`src/rtl/control_sequencer_pkg.sv`:
```
// cpu_ctrl_pkg: constants and helpers shared by the control sequencer.
//   state_t     - sequencer state encodings
//   OP_*        - 5-bit opcode constants (IR[31:27])
//   ALU_*       - bit indices into the 13-bit one-hot alu_op bus
//   op_class()  - groups an opcode by the shape of its execute sequence
//   alu_select()- one-hot alu_op pattern for an opcode
package cpu_ctrl_pkg;

  typedef enum logic [3:0] {
    S_RESET  = 4'd0,
    S_T0     = 4'd1,
    S_T1     = 4'd2,
    S_T2     = 4'd3,
    S_T3     = 4'd4,
    S_T4     = 4'd5,
    S_T5     = 4'd6,
    S_T6     = 4'd7,
    S_HALTED = 4'd8
  } state_t;

  localparam logic [4:0] OP_ADD  = 5'b00000;
  localparam logic [4:0] OP_SUB  = 5'b00001;
  localparam logic [4:0] OP_AND  = 5'b00010;
  localparam logic [4:0] OP_OR   = 5'b00011;
  localparam logic [4:0] OP_SHR  = 5'b00100;
  localparam logic [4:0] OP_SHRA = 5'b00101;
  localparam logic [4:0] OP_SHL  = 5'b00110;
  localparam logic [4:0] OP_ROR  = 5'b00111;
  localparam logic [4:0] OP_ROL  = 5'b01000;
  localparam logic [4:0] OP_MUL  = 5'b01001;
  localparam logic [4:0] OP_DIV  = 5'b01010;
  localparam logic [4:0] OP_NEG  = 5'b01011;
  localparam logic [4:0] OP_NOT  = 5'b01100;
  localparam logic [4:0] OP_HALT = 5'b11011;

  localparam int ALU_W    = 13;
  localparam int ALU_ADD  = 0;
  localparam int ALU_SUB  = 1;
  localparam int ALU_SHR  = 2;
  localparam int ALU_SHRA = 3;
  localparam int ALU_SHL  = 4;
  localparam int ALU_ROR  = 5;
  localparam int ALU_ROL  = 6;
  localparam int ALU_AND  = 7;
  localparam int ALU_OR   = 8;
  localparam int ALU_MUL  = 9;
  localparam int ALU_DIV  = 10;
  localparam int ALU_NEG  = 11;
  localparam int ALU_NOT  = 12;

  typedef enum logic [2:0] {
    CLS_BINARY  = 3'd0,
    CLS_MULDIV  = 3'd1,
    CLS_UNARY   = 3'd2,
    CLS_HALT    = 3'd3,
    CLS_ILLEGAL = 3'd4
  } op_class_t;

  function automatic op_class_t op_class(input logic [4:0] op);
    case (op)
      OP_ADD, OP_SUB, OP_AND, OP_OR, OP_SHR,
      OP_SHRA, OP_SHL, OP_ROR, OP_ROL:        return CLS_BINARY;
      OP_MUL, OP_DIV:                         return CLS_MULDIV;
      OP_NEG, OP_NOT:                         return CLS_UNARY;
      OP_HALT:                                return CLS_HALT;
      default:                                return CLS_ILLEGAL;
    endcase
  endfunction

  function automatic logic [ALU_W-1:0] alu_select(input logic [4:0] op);
    logic [ALU_W-1:0] sel;
    sel = '0;
    case (op)
      OP_ADD:  sel[ALU_ADD]  = 1'b1;
      OP_SUB:  sel[ALU_SUB]  = 1'b1;
      OP_AND:  sel[ALU_AND]  = 1'b1;
      OP_OR:   sel[ALU_OR]   = 1'b1;
      OP_SHR:  sel[ALU_SHR]  = 1'b1;
      OP_SHRA: sel[ALU_SHRA] = 1'b1;
      OP_SHL:  sel[ALU_SHL]  = 1'b1;
      OP_ROR:  sel[ALU_ROR]  = 1'b1;
      OP_ROL:  sel[ALU_ROL]  = 1'b1;
      OP_MUL:  sel[ALU_MUL]  = 1'b1;
      OP_DIV:  sel[ALU_DIV]  = 1'b1;
      OP_NEG:  sel[ALU_NEG]  = 1'b1;
      OP_NOT:  sel[ALU_NOT]  = 1'b1;
      default: sel = '0;
    endcase
    return sel;
  endfunction

endpackage

```
`src/rtl/control_sequencer_reg_select.sv`:
```
// reg_select: turns an IR register field into one-hot GPR enables.
//   ra, rb, rc         - 4-bit register fields from IR
//   gra, grb, grc      - choose which field addresses the register file
//   rin_req, rout_req  - request a load (rin) or a bus drive (rout)
//   rin, rout          - 16-bit one-hot enables, bit n = Rn
module reg_select (
  input  logic [3:0]  ra,
  input  logic [3:0]  rb,
  input  logic [3:0]  rc,
  input  logic        gra,
  input  logic        grb,
  input  logic        grc,
  input  logic        rin_req,
  input  logic        rout_req,
  output logic [15:0] rin,
  output logic [15:0] rout
);

  logic [3:0] sel;

  // The sequencer raises at most one field select per cycle; priority only
  // keeps the mux well defined.
  always_comb begin
    sel = 4'd0;
    if (gra)      sel = ra;
    else if (grb) sel = rb;
    else if (grc) sel = rc;
  end

  // With no field selected, no enable may fire, even for R0.
  logic any_sel;
  assign any_sel = gra | grb | grc;

  generate
    for (genvar gi = 0; gi < 16; gi++) begin : g_dec
      assign rin[gi]  = rin_req  && any_sel && (sel == 4'(gi));
      assign rout[gi] = rout_req && any_sel && (sel == 4'(gi));
    end
  endgenerate

endmodule

```
`src/rtl/control_sequencer.sv`:
```
// control_sequencer: Moore FSM issuing datapath strobes for fetch/execute.
//   Clock, Clear   - rising-edge clock, asynchronous active-low reset
//   IR             - instruction register (op, Ra, Rb, Rc in [31:15])
//   Stop           - halt request, sampled on an instruction's last state
//   Run            - high except in RESET and HALTED
//   PCout..LOin    - single-bit datapath strobes
//   Rin, Rout      - one-hot GPR load / drive enables
//   alu_op         - one-hot ALU function select
module control_sequencer
  import cpu_ctrl_pkg::*;
(
  input  logic        Clock,
  input  logic        Clear,
  input  logic [31:0] IR,
  input  logic        Stop,
  output logic        Run,
  output logic        PCout,
  output logic        PCin,
  output logic        IncPC,
  output logic        MARin,
  output logic        MDRin,
  output logic        MDRout,
  output logic        Read,
  output logic        IRin,
  output logic        Yin,
  output logic        Zin,
  output logic        Zhighout,
  output logic        Zlowout,
  output logic        HIin,
  output logic        LOin,
  output logic [15:0] Rin,
  output logic [15:0] Rout,
  output logic [12:0] alu_op
);

  state_t state_reg, state_next;

  logic [4:0] op;
  op_class_t  cls;
  logic       gra, grb, grc, rin_req, rout_req, alu_en;
  state_t     done_next;

  assign op  = IR[31:27];
  assign cls = op_class(op);

  // IR[14:0] carries immediates the sequencer never looks at.
  logic unused_ir_bits;
  assign unused_ir_bits = ^IR[14:0];

  // Where to go once the current instruction's last state completes.
  assign done_next = Stop ? S_HALTED : S_T0;

  always_ff @(posedge Clock or negedge Clear) begin
    if (!Clear) state_reg <= S_RESET;
    else        state_reg <= state_next;
  end

  always_comb begin
    state_next = state_reg;
    PCout = 1'b0; PCin = 1'b0; IncPC = 1'b0; MARin = 1'b0; MDRin = 1'b0;
    MDRout = 1'b0; Read = 1'b0; IRin = 1'b0; Yin = 1'b0; Zin = 1'b0;
    Zhighout = 1'b0; Zlowout = 1'b0; HIin = 1'b0; LOin = 1'b0;
    gra = 1'b0; grb = 1'b0; grc = 1'b0;
    rin_req = 1'b0; rout_req = 1'b0; alu_en = 1'b0;
    Run = (state_reg != S_RESET) && (state_reg != S_HALTED);

    case (state_reg)
      S_RESET: state_next = S_T0;
      S_T0: begin
        PCout = 1'b1; MARin = 1'b1; IncPC = 1'b1; Zin = 1'b1;
        state_next = S_T1;
      end
      S_T1: begin
        Zlowout = 1'b1; PCin = 1'b1; Read = 1'b1; MDRin = 1'b1;
        state_next = S_T2;
      end
      S_T2: begin
        MDRout = 1'b1; IRin = 1'b1;
        state_next = S_T3;
      end
      S_T3: begin
        case (cls)
          CLS_BINARY: begin
            grb = 1'b1; rout_req = 1'b1; Yin = 1'b1;
            state_next = S_T4;
          end
          CLS_MULDIV: begin
            gra = 1'b1; rout_req = 1'b1; Yin = 1'b1;
            state_next = S_T4;
          end
          CLS_UNARY: begin
            grb = 1'b1; rout_req = 1'b1; alu_en = 1'b1; Zin = 1'b1;
            state_next = S_T4;
          end
          CLS_HALT: state_next = S_HALTED;
          default:  state_next = done_next;  // illegal: idle cycle, no strobes
        endcase
      end
      S_T4: begin
        case (cls)
          CLS_BINARY: begin
            grc = 1'b1; rout_req = 1'b1; alu_en = 1'b1; Zin = 1'b1;
            state_next = S_T5;
          end
          CLS_MULDIV: begin
            grb = 1'b1; rout_req = 1'b1; alu_en = 1'b1; Zin = 1'b1;
            state_next = S_T5;
          end
          CLS_UNARY: begin
            Zlowout = 1'b1; gra = 1'b1; rin_req = 1'b1;
            state_next = done_next;
          end
          default: state_next = S_T0;
        endcase
      end
      S_T5: begin
        case (cls)
          CLS_BINARY: begin
            Zlowout = 1'b1; gra = 1'b1; rin_req = 1'b1;
            state_next = done_next;
          end
          CLS_MULDIV: begin
            Zlowout = 1'b1; LOin = 1'b1;
            state_next = S_T6;
          end
          default: state_next = S_T0;
        endcase
      end
      S_T6: begin
        Zhighout = 1'b1; HIin = 1'b1;
        state_next = done_next;
      end
      S_HALTED: state_next = S_HALTED;
      default:  state_next = S_RESET;
    endcase
  end

  assign alu_op = alu_en ? alu_select(op) : '0;

  reg_select u_reg_select (
    .ra       (IR[26:23]),
    .rb       (IR[22:19]),
    .rc       (IR[18:15]),
    .gra      (gra),
    .grb      (grb),
    .grc      (grc),
    .rin_req  (rin_req),
    .rout_req (rout_req),
    .rin      (Rin),
    .rout     (Rout)
  );

endmodule
```
`config.mk`:
```
export PLATFORM = sky130hd
export DESIGN_NAME = control_sequencer
export DESIGN_NICKNAME = d
export VERILOG_FILES = /design/src/rtl/control_sequencer_pkg.sv /design/src/rtl/control_sequencer_reg_select.sv /design/src/rtl/control_sequencer.sv
export SDC_FILE = /design/constraint.sdc
export NUM_CORES = 1
export LEC_CHECK = 0
export CAP_MARGIN = 10
export CELL_PAD_IN_SITES_DETAIL_PLACEMENT = 1
export CELL_PAD_IN_SITES_GLOBAL_PLACEMENT = 2
export CORE_ASPECT_RATIO = 1.4
export CORE_UTILIZATION = 28
export CTS_CLUSTER_DIAMETER = 40
export DETAILED_ROUTE_END_ITERATION = 8
export DONT_BUFFER_PORTS = 1
export PLACE_DENSITY_LB_ADDON = 0.1
export SETUP_SLACK_MARGIN = 0.15
export SYNTH_ARGS = -nofsm -noshare
export SYNTH_HDL_FRONTEND = slang
export SYNTH_SLANG_ARGS = --single-unit
```
`constraint.sdc`:
```
create_clock -name Clock -period 3.3 [get_ports Clock]
set_input_delay 0.33 -clock Clock [delete_from_list [all_inputs] [get_ports Clock]]
set_output_delay 0.33 -clock Clock [all_outputs]
set_load 0.03 [all_outputs]
```
# Yosys cells after proc, flatten, opt, wreduce, memory -nomap -nowiden
# Memory sizes are Yosys's and may differ from the RTL's.
# Index checks and enable logic that the tools add are counted.
# totals
reg_bits	4
latchBits	0
mem_bits_rw	0
rom_bits	96
output_inout_bits	60
memories	1
# classes
addsub	0
n_mul	0
n_div	0
order_cmp	0
n_eq_ne	39
shift	0
mux	42
n_bitwise	2
reduce_logical	43
# mem_list
name	depth	width	rd	rd_clocked_by_memory_dff	write_ports	line	rtl
(name not given)	32	3	1	0	0	control_sequencer_pkg.sv:60	case (op)
# op_table
operator	n
$eq A4 B4 Y1 const B	9
$pmux W4 S9	1
$logic_and A1 B1 Y1	35
$eq A4 B3 Y1 const B	8
$mux W1	26
$eq A5 B4 Y1 const B	5
$pmux W4 S2	3
$eq A5 B3 Y1 const B	4
$eq A4 B2 Y1 const B	4
$mux W4	4
$mux W13	1
$eq A5 B2 Y1 const B	2
$pmux W1 S3	3
$eq A4 B1 Y1 const B	2
$logic_not A4 Y1	2
$pmux W1 S2	4
$eq A3 B2 Y1 const B	2
$eq A5 B1 Y1 const B	1
$logic_not A5 Y1	1
$ne A4 B4 Y1 const B	1
$reduce_bool A4 Y1	1
$reduce_or A2 Y1	2
$eq A3 B1 Y1 const B	1
$logic_not A3 Y1	1
2 further kinds	3

# Logic depth before layout (Yosys ltp)
# Gate-level depths: netlist of the first run.
# An unclocked memory read counts as a cell.
# depth
word_depth	9
mapped_depth	9
depth_no_buf	8

# Hierarchy
# Synthesis of the first run repeated with hierarchy kept, for this count alone.
# hier_totals
hier_cells	184
hier_area_um2	1262.5
# by_module_without_submodules
module	instances	cells_each	area_per_inst_um2	seq_area_each_um2
control_sequencer	1	115	828.3	100.1
reg_select	1	69	434.2	0.0

# Least setup slack after synthesis of the first run
# Ideal clock, no wire load.
# synth_timing
path_kind	input -> output
startpoint	input port IR[27]
endpoint	output port Rout[11]
arrival_ns	2.653
required_ns	2.970
path_slack_ns	0.317
path_stages	8
path_buffers	0
cell_sequence	inv_1 -> ha_1 -> or3b_1 -> a2111o_1 -> o211ai_2 -> a222oi_1 -> or3b_4 -> nor2_1
# synth_between
elab_chain_cells	9
# synth_lines
item	line	rtl
start, declared	control_sequencer.sv:14	input logic [31:0] IR,
$mem_v2 Z32 W3 *	n/a	
$eq A3 B2 Y1 / $logic_not A3 Y1 (equally long branches)	control_sequencer.sv:82, control_sequencer.sv:100, control_sequencer.sv:117	
$reduce_or A2 Y1 (no line) / $mux W1 (equally long branches)	n/a	
$mux W1, on equally long branches	control_sequencer.sv:82, control_sequencer.sv:67	
$pmux W1 S2 / $mux W4 (equally long branches)	control_sequencer.sv:67, control_sequencer_reg_select.sv:27	
$mux W4 / $or A1 B1 Y1 (equally long branches)	control_sequencer_reg_select.sv:26, control_sequencer_reg_select.sv:32	
$mux W4 / $or A1 B1 Y1 (equally long branches)	control_sequencer_reg_select.sv:25, control_sequencer_reg_select.sv:32	
$eq A4 B4 Y1 / $logic_and A1 B1 Y1 (equally long branches)	control_sequencer_reg_select.sv:37	assign rout[gi] = rout_req && any_sel && (sel == 4'(gi));
$logic_and A1 B1 Y1 *	control_sequencer_reg_select.sv:37	
end, declared	control_sequencer.sv:32	output logic [15:0] Rout,
# Mark *: on every way between the ends. The rest lies on a longest branch, timed or not.

# Worst setup path in the final report of the first run
# layout_timing
startpoint	input port IR[27]
endpoint	output port Rout[13]
# Same word-level chain as after synthesis.

==> results.ini, run 1 <==
[setup_path]
cp_max_fo = 5
slowest_stage = a2111o_1
worstSetupStartpoint = IR[27]
crit_top_cell = buf_4
critical_path_class = input port to primary output
r2r_end = state_reg[3]$_DFF_PN0_
crit_path_end_kind = primary output
crit_required_ns = 2.97
worst_setup_path_start_kind = input port
crit_path_max_incr_delay_ns = 0.43
r2r_slack_ns = 1.29
cp-endpoint = Rout[13]
r2r-start = state_reg[3]$_DFF_PN0_
rr_worst_depth = 5
worstPathCellList = inv_1 -> ha_4 -> or3b_1 -> a2111o_1 -> o211ai_2 -> a222oi_1 -> buf_4 -> buf_4 -> or2_2 -> nor2_1 -> buf_4
arrival_ns = 2.71

[synth]
synth-main-ff-cell = dfrtp_1
yosysWarnings = 0
synth_nets = 205
synth_cell_types = 45
syn_avg_cell_area_um2 = 6.552
netlist_area_um2 = 1081
synth_edf_count = 0
netlist_instances = 165
synth_seq_cells = 4
async_flop_share_pct = 100.0
seq_area_frac_synth_pct = 9.259

[timing]
drv_slew = 0
fin_skew_ns = 0.003152
fin_tns_setup_ns = 0
finalWorstPathRequiredPeriod_ns = 3.043
rsz0062_at_grt = false
setup_viol = 0
report.final.hold_viol_count = 0
worstMarginPinSlew_ns = 0.7236
fmax_mhz = 328.7
timing.slew.headroom_pct = 51.76
post-route-period-util_pct = 92.20

[place]
placed_area_um2 = 1369
dp_hpwl_um = 3188
place_inst = 233
portBuffers = 0
place.gp.congestion = 0.8063

[grt]
grt_start_max_net_pins = 21
grt_pass1_wl_um = 6120
grt_pass1_vias = 1309
grt_use_total_pct = 20.06
overflow = 0
antenna_found_initial = 0

[clock_tree]
clk_pin_slew_ns = 0.03
clock-sinks = 4
cts_tree = built
clock_path_buffers = 2
htreeDepth = 1
ctsRootBufferMaster = clkbuf_8
cts-buffers-inserted = 3
clk-insertion-delay-late_ns = 0.22

[floorplanning]
rows = 26
die_h_um = 75.52
die_x_um = 54.52
pin_count = 95
dieArea_um2 = 4117
core_um2 = 3676
start_util_pct = 29.41

[pwr]
irDropWorstVdd_uv = 679.0
power.density_nw_per_um2 = 516.6
p_leak_uw = 0.0006479

[layout]
largest_reg_flops = 4
drive_above_1_share_pct = 32.84
final_cells = 243
nets = 243
area_growth_pct = 37.96
fin_area_um2 = 1491
antennaDiodeCount = 0

[detailed_routing]
postRouteAntennaNets = 0
dr.first_iter.drc_count = 38
route.vias.total = 1369
wl_per_cell_um = 16.53
drc = 0
totalWireLength_um = 4018
via_per_inst = 5.634
first_pass_iters = 4

[job]
maxCapViolCount = 0

[hold_path]
min_from = Stop
hold_class = input port to flop

[run_status]
status = finished clean

==> cell type report <==
class / count / area [um^2]
well taps: 42 / 52.55
inverters: 6 / 22.52
repair buffers: 48 / 377.9
flip-flops and latches: 4 / 102.6
fillers: 483 / 2185
clock buffers: 3 / 41.29
multi-input cells: 140 / 894.6
==> per-stage QoR <==
step / utilization (%) / setup WS (ns) / power (uW) / hold WS [ns]
after global routing: 40.57 / 0.1417 / 827.9 / 0.3189
after global placement: 37.24 / 0.2136 / 635.5 / 0.03451
after CTS: 39.24 / 0.1393 / 761.1 / 0.2970
final: 40.57 / 0.2575 / 770.5 / 0.2961
after floorplan: - / 0.3166 / 554.6 / 0.03441
after detailed placement: 37.24 / 0.09957 / 644.5 / 0.03451
==> cell usage after synthesis, types with 2 or more instances <==
cell type  instances  area, um^2
and2_1             7       43.79
dfrtp_1            4       100.1
nor4_1             2       12.51
o21ai_0            6       30.03
nor2_1            38       142.6
clkbuf_1           4       15.01
and3_1             4       25.02
nor3_1             7       35.03
a222oi_1           4       40.04
buf_6              2       22.52
nor2b_1            2       12.51
a21oi_1            6       30.03
nand2_1            6       22.52
ha_1               5       62.56
or2_0              2       12.51
nand3b_1           7       52.55
nand3_1            7       35.03
nand2b_1          10       62.56
inv_1              6       22.52
or3_1              2       12.51
a21o_1             2       15.01
a2111o_1           2       22.52
buf_4              8       60.06
==> metal layers <==
metal	track usage [%]	vias to the layer above	wire, um
met5	0	-	0
met4	5.983	0	25
met3	1.996	2	188
met2	38.62	54	2226
met1	22.13	661	1578
li1	-	652	-
==> logic make-up (layout without fill, tap and decap cells) <==
family,after synthesis,after routing,share of synthesized area (%)
flops,4,4,9.260
fa+ha+maj,5,5,5.787
simple gates,103,103,51.39
compound gates,32,32,21.99
buf+inv,21,57,11.57
==> worst max-delay path, delay by kind of cell <==
family,cells,cell delay (ns)
AO/OA/AOI/OAI,3,0.70
adder cells (fa/ha/maj),1,0.24
buffers and inverters,4,0.62
AND/OR/NAND/NOR,3,0.82
==> worst min-delay path by stage <==
| stage | end | slack (ns) | cells past startpoint |
|---|---|---|---|
| after floorplan | state_reg[0]$_DFF_PN0_ | 0.03 | 0 |
| after global placement | state_reg[2]$_DFF_PN0_ | 0.03 | 0 |
| after detailed placement | state_reg[0]$_DFF_PN0_ | 0.03 | 0 |
| after CTS | state_reg[3]$_DFF_PN0_ | 0.30 | 2 |
| after global routing | state_reg[3]$_DFF_PN0_ | 0.32 | 2 |
| final | state_reg[3]$_DFF_PN0_ | 0.30 | 2 |
==> report_power, final <==
| part | switching [uW] | total [uW] | internal, uW |
|---|---|---|---|
| Clock | 24.5 | 102 | 77.7 |
| Combinational | 356 | 543 | 187 |
| Sequential | 53.5 | 125 | 71.8 |
| Total | 434 | 771 | 337 |
==> timing repair <==
item	in CTS	in global routing
setup buffers	3	3
pin swaps	1	3
cloned	0	0
setup endpoints to repair	24	29
hold endpoints to repair	4	0
hold buffers	1	0
gates resized for setup	0	6
==> placed cells by master, fill, tap and decap left out, types with 3 or more instances in the layout <==
| cell | n |
|---|---|
| nand3_1 | 7 |
| nor3_1 | 4 |
| ha_1 | 4 |
| nand2b_1 | 9 |
| o21ai_0 | 6 |
| and3_1 | 4 |
| nand2_1 | 6 |
| a222oi_1 | 4 |
| and2_1 | 7 |
| nor2_1 | 38 |
| a21oi_1 | 5 |
| clkbuf_8 | 3 |
| inv_1 | 6 |
| nand3b_1 | 7 |
| nor3_2 | 3 |
| buf_4 | 45 |
Note: power is estimated with default switching activity, not from simulation.
==> inputs of run 2 (changes only) <==
CORE_UTILIZATION = 30   (was 28)
CTS_BUF_LIST = sky130_fd_sc_hd__clkbuf_4 sky130_fd_sc_hd__clkbuf_8   (was not set)
SYNTH_HIERARCHICAL = 1   (was not set)
clock period = 3.39 ns   (was 3.3 ns; I/O delays follow)
==> results.ini, run 2 <==
[clock_tree]
post-cts-setup-buffers = 0
clk-insertion-delay-late_ns = 0.21
htreeDepth = 1
clock_path_buffers = 2
cts-buffers-inserted = 3
clk_pin_slew_ns = 0.03
clock-sinks = 4
cts_tree = built
ctsRootBufferMaster = clkbuf_8

[synth]
synth-main-ff-cell = dfrtp_1
synth_nets = 224
yosysMostFrequentCell = nor2_1
yosys.area.top_type_share_pct = 13.38
async_flop_share_pct = 100.0
netlist_area_um2 = 1262
yosysWarnings = 6
synth_commonest_cells = nor2_1, nand2_1, inv_1
synth_seq_cells = 4
synth.area.top_cells = nor2_1, dfrtp_1, ha_1, nor2b_1, nand2_1
synth_cell_types = 48
synth_edf_count = 0
synth_top_cell_by_area = nor2_1
seq_area_frac_synth_pct = 7.929
netlist_instances = 184
syn_avg_cell_area_um2 = 6.861

[floorplanning]
rows = 27
die_x_um = 56.83
start_util_pct = 31.67
die_h_um = 78.76
core_um2 = 3986
dieArea_um2 = 4475
pin_count = 95

[timing]
hold_ws_ns = 0.3181
report.final.hold_viol_count = 0
fin_skew_ns = 0.0004895
finalWorstPathRequiredPeriod_ns = 3.001
timing.slew.headroom_pct = 29.43
fin_ws_ns = 0.3895
worstMarginPinSlew_ns = 1.053
drv_slew = 0
fmax_mhz = 333.3
rsz0062_at_grt = false
setup_viol = 0
post-route-period-util_pct = 88.51
fin_tns_setup_ns = 0

[place]
place_inst = 258
portBuffers = 0
place_ws_ns = 0.3003
place.gp.congestion = 0.7814
dp_hpwl_um = 3540

[pwr]
irDropWorstVdd_uv = 303.5
power.density_nw_per_um2 = 443.8
clock_power_share_pct = 13.5
p_seq_share_pct = 17.0
intPower_uw = 303.5
switchingPower_uw = 428.9
power.share.combinational_pct = 69.6
swShare_pct = 58.57
p_leak_uw = 0.0007048

[setup_path]
critical_path_class = flop to primary output
cp_max_fo = 9
crit_required_ns = 3.05
r2r_slack_ns = 1.58
crit_path_max_incr_delay_ns = 0.52
crit_family = simple AND/OR/NAND/NOR gates
path_buf_inv = 2
slowest_stage = dfrtp_1
worstPathCellList = nand2b_4 -> nor2_2 -> and2_4 -> a32oi_1 -> nor2_1 -> buf_4 -> nand3b_1 -> a22oi_4 -> nand3_1 -> nor2_1 -> buf_4
arrival_ns = 2.66
worst_setup_path_start_kind = flop
crit_path_end_kind = primary output

[layout]
final_cells = 262
area_growth_pct = 30.72
drive_above_1_share_pct = 36.53
final_common_cell = nor2_1
n_fill_cell = 515
largest_reg_flops = 4
final_cell_mix = nor2_1, buf_4, nand2_1, inv_1, nand3_1
nets = 261
antennaDiodeCount = 0

[grt]
grt_use_total_pct = 19.53
grt_pass1_vias = 1503
antenna_found_initial = 0
overflow = 0
grt_pass1_wl_um = 7093
grt_start_max_net_pins = 13

[detailed_routing]
dr.first_iter.drc_count = 61
via_per_inst = 5.401
wl_per_cell_um = 16.27
totalWireLength_um = 4264
drc = 12
first_pass_iters = 6
route.vias.total = 1415
postRouteAntennaNets = 0

[run_status]
violations = design-rule violations
status = finished with violations

[hold_path]
hold_class = input port to flop

[job]
maxCapViolCount = 0

[run 2: changes by cell type after synthesis, sizes merged, moves of 4 or more]
cell and change:
nor2b +6, nand2b -6, inv +6, nand2 +8, a222oi -4, nor2 +8, nand3 +4, clkbuf -4
and3 -4, a22oi +4
[run 2: through the flow]
step / utilization [%] / area, um^2 / power [uW]
after floorplan: - / 1262 / 549.8
after global placement: 39.67 / 1582 / 611.5
after detailed placement: 39.67 / 1582 / 622.2
after CTS: 40.96 / 1633 / 727.3
after global routing: 41.40 / 1650 / 778.7
final: 41.40 / 1650 / 732.4
[run 2: final timing paths]
path / cells after the start / from / endpoint
setup reg to reg: 3 / state_reg[0]$_DFF_PN0_ / state_reg[2]$_DFF_PN0_
min in group asynchronous: 1 / Clear / state_reg[3]$_DFF_PN0_
hold reg to reg: 1 / state_reg[3]$_DFF_PN0_ / state_reg[3]$_DFF_PN0_
max in group asynchronous: 1 / Clear / state_reg[2]$_DFF_PN0_
setup / recovery: 11 / state_reg[3]$_DFF_PN0_ / Rout[7]
hold / removal: 2 / Stop / state_reg[3]$_DFF_PN0_
[run 2: final cells by class]
class	count	area, um^2	share of cell area (%)
Multi-Input combinational cell	156	1061	64.29
Sequential cell	4	101.3	6.141
Inverter	12	45.04	2.729
Timing Repair Buffer	44	347.8	21.08
Clock buffer	3	41.29	2.502
Tap cell	43	53.80	3.260
[run 2: power by group through the flow]
stage | Sequential (uW) | Clock (uW) | Combinational, uW
6_report | 124 | 98.5 | 510
5_1_grt | 130 | 104 | 545
4_1_cts | 117 | 101 | 510
3_5_place_dp | 117 | 0 | 505
3_3_place_gp | 115 | 0 | 496
2_1_floorplan | 83.0 | 0 | 467
[run 2: logic make-up after synthesis]
kind of cell	Yosys count	share of synthesized area, %
adder cells (fa/ha/maj)	5	4.955
AO/OA/AOI/OAI	34	27.95
multiplexers	1	0.7929
flip-flops	4	7.929
AND/OR/NAND/NOR	116	47.87
buffers and inverters	24	10.50
[run 2: layer usage]
metal | vias to the layer above | track usage, % | wire (um)
li1 | 690 | - | -
met2 | 47 | 41.43 | 2504
met3 | 3 | 2.280 | 194
met4 | 0 | 3.171 | 34
met5 | - | 0 | 0
met1 | 675 | 19.94 | 1529
[run 2: what timing repair did]
| item | in CTS | in global routing |
|---|---|---|
| hold buffers | 1 | 0 |
| setup endpoints to repair | 0 | 21 |
| endpoints found under the hold margin | 4 | 0 |
| gates resized for setup | 0 | 5 |
==> inputs of run 3 (changes only) <==
CORE_UTILIZATION = 28   (was 30)
PLACE_DENSITY = 0.89   (was not set)
PLACE_DENSITY_LB_ADDON = not set   (was 0.1)
clock period = 2.5 ns   (was 3.39 ns; I/O delays follow)
==> results.ini, run 3 (synthesized netlist as in run 2, its figures left out) <==
[clock_tree]
cts_tree = built
clk-insertion-delay-late_ns = 0.22
htreeDepth = 1
cts-buffers-inserted = 3
clk_pin_slew_ns = 0.03
clock-sinks = 4
ctsRootBufferMaster = clkbuf_8
clock_path_buffers = 2

[detailed_routing]
totalWireLength_um = 5378
drc = 0
postRouteAntennaNets = 0
dr.first_iter.drc_count = 30
route.vias.total = 1584
wl_per_cell_um = 17.99
via_per_inst = 5.298
first_pass_iters = 4

[floorplanning]
dieArea_um2 = 4785
start_util_pct = 29.54
core_um2 = 4274
rows = 28
die_h_um = 81.45
die_x_um = 58.75
pin_count = 95

[place]
place.gp.congestion = 0.8028
dp_hpwl_um = 4197
portBuffers = 0

[timing]
fin_skew_ns = 0.001385
finalWorstPathRequiredPeriod_ns = 2.639
setup_viol = 32
fmax_mhz = 378.9
rsz0062_at_grt = true
worstMarginPinSlew_ns = 0.5719
drv_slew = 0
post-route-period-util_pct = 105.6
fin_tns_setup_ns = -3.841
report.final.hold_viol_count = 0
fin_ws_ns = -0.1395
timing.slew.headroom_pct = 61.73

[layout]
n_fill_cell = 492
multi_input_area_um2 = 1593
final_common_cell = buf_4
antennaDiodeCount = 0
area_growth_pct = 93.36
drive_above_1_share_pct = 66.53
nets = 281
seq_area_um2 = 100.1
largest_reg_flops = 4
final_cell_mix = buf_4, nor2_4, nor2_1, inv_1
post-route-util_pct = 57.11

[setup_path]
r2r_end = state_reg[2]$_DFF_PN0_
rr_worst_depth = 8
r2r_slack_ns = 0.71
r2r-start = state_reg[3]$_DFF_PN0_
worst_setup_path_start_kind = flop
crit_required_ns = 2.25
crit_path_end_kind = primary output
critical_path_class = flop to primary output
arrival_ns = 2.39
cp_max_fo = 7

[grt]
grt_pass1_wl_um = 8142
antenna_found_initial = 0
grt_start_max_net_pins = 13
grt_pass1_vias = 1659
overflow = 0
grt_use_total_pct = 22.20

[hold_path]
holdPathStages = 2
min_from = Stop
hold_class = input port to flop
min_to = state_reg[3]$_DFF_PN0_

[run_status]
violations = negative setup slack
status = finished with violations

[pwr]
irDropWorstVdd_uv = 357.3
p_leak_uw = 0.0008553
power.density_nw_per_um2 = 584.6

[job]
maxCapViolCount = 0

## run 3: cell count changes in the layout (fill, tap and decap cells not counted), sizes merged
cell | before | now
buf | 43 | 63
## run 3: routing by layer
metal | vias to the layer above | track usage [%] | share of wire [%]
met1 | 774 | 19.11 | 32
met5 | - | 0 | 0
met2 | 65 | 47.73 | 62
met4 | 0 | 9.524 | 2.0
met3 | 10 | 3.307 | 4.2
li1 | 735 | - | -
## run 3: how the worst max path moves through the flow
stage / from / to / slack, ns / cells after the start
global placement: IR[27] / Rin[3] / -0.05 / 12
finish: state_reg[1]$_DFF_PN0_ / Rin[6] / -0.14 / 11
CTS: state_reg[3]$_DFF_PN0_ / Rin[6] / -0.15 / 10
global route: state_reg[1]$_DFF_PN0_ / Rout[3] / -0.22 / 10
floorplan: IR[28] / Rout[15] / -0.01 / 11
detailed placement: IR[27] / Rin[6] / -0.16 / 12
## run 3: per-stage QoR
step                cells  hold WS (ns)  setup WS, ns  power [uW]  cell area [um^2]
global route          299        0.2781       -0.2244        1495              2441
floorplan             184      -0.04559      -0.01322       858.8              1757
finish                299        0.2738       -0.1395        1427              2441
global placement      277      -0.04550      -0.04539        1095              2162
CTS                   289        0.2662       -0.1484        1328              2320
detailed placement    277      -0.04550       -0.1608        1132              2162
## run 3: area by class of cell
class	count	share of cell area [%]
Clock buffer	3	1.691
Inverter	12	2.460
Multi-Input combinational cell	156	65.25
Sequential cell	4	4.100
Tap cell	60	3.075
Timing Repair Buffer	64	23.42
## run 3: timing repair
item | 4_1_cts | 5_1_grt
pin swaps | 44 | 21
buffers inserted | 8 | 10
hold buffers | 1 | 0
endpoints found under the setup margin | 32 | 34
gates resized for setup | 8 | 11
endpoints found under the hold margin | 4 | 0
## run 3: where the power goes
part | switching [uW] | leakage [uW] | internal [uW]
clock network | 35.3 | 0.0000216 | 103
logic | 687 | 0.000783 | 477
registers | 32.4 | 0.0000504 | 92.7
total | 754 | 0.000855 | 673
## run 3: critical path, stage by stage (launching register included)
cell	delay, ns
dfrtp_1	0.41
nand2b_4	0.18
nor2_4	0.04
and2_4	0.15
a32oi_2	0.24
nor2_4	0.10
nand3b_1	0.19
buf_4	0.16
a22oi_4	0.16
buf_12	0.15
nand3_4	0.14
nor2_4	0.23
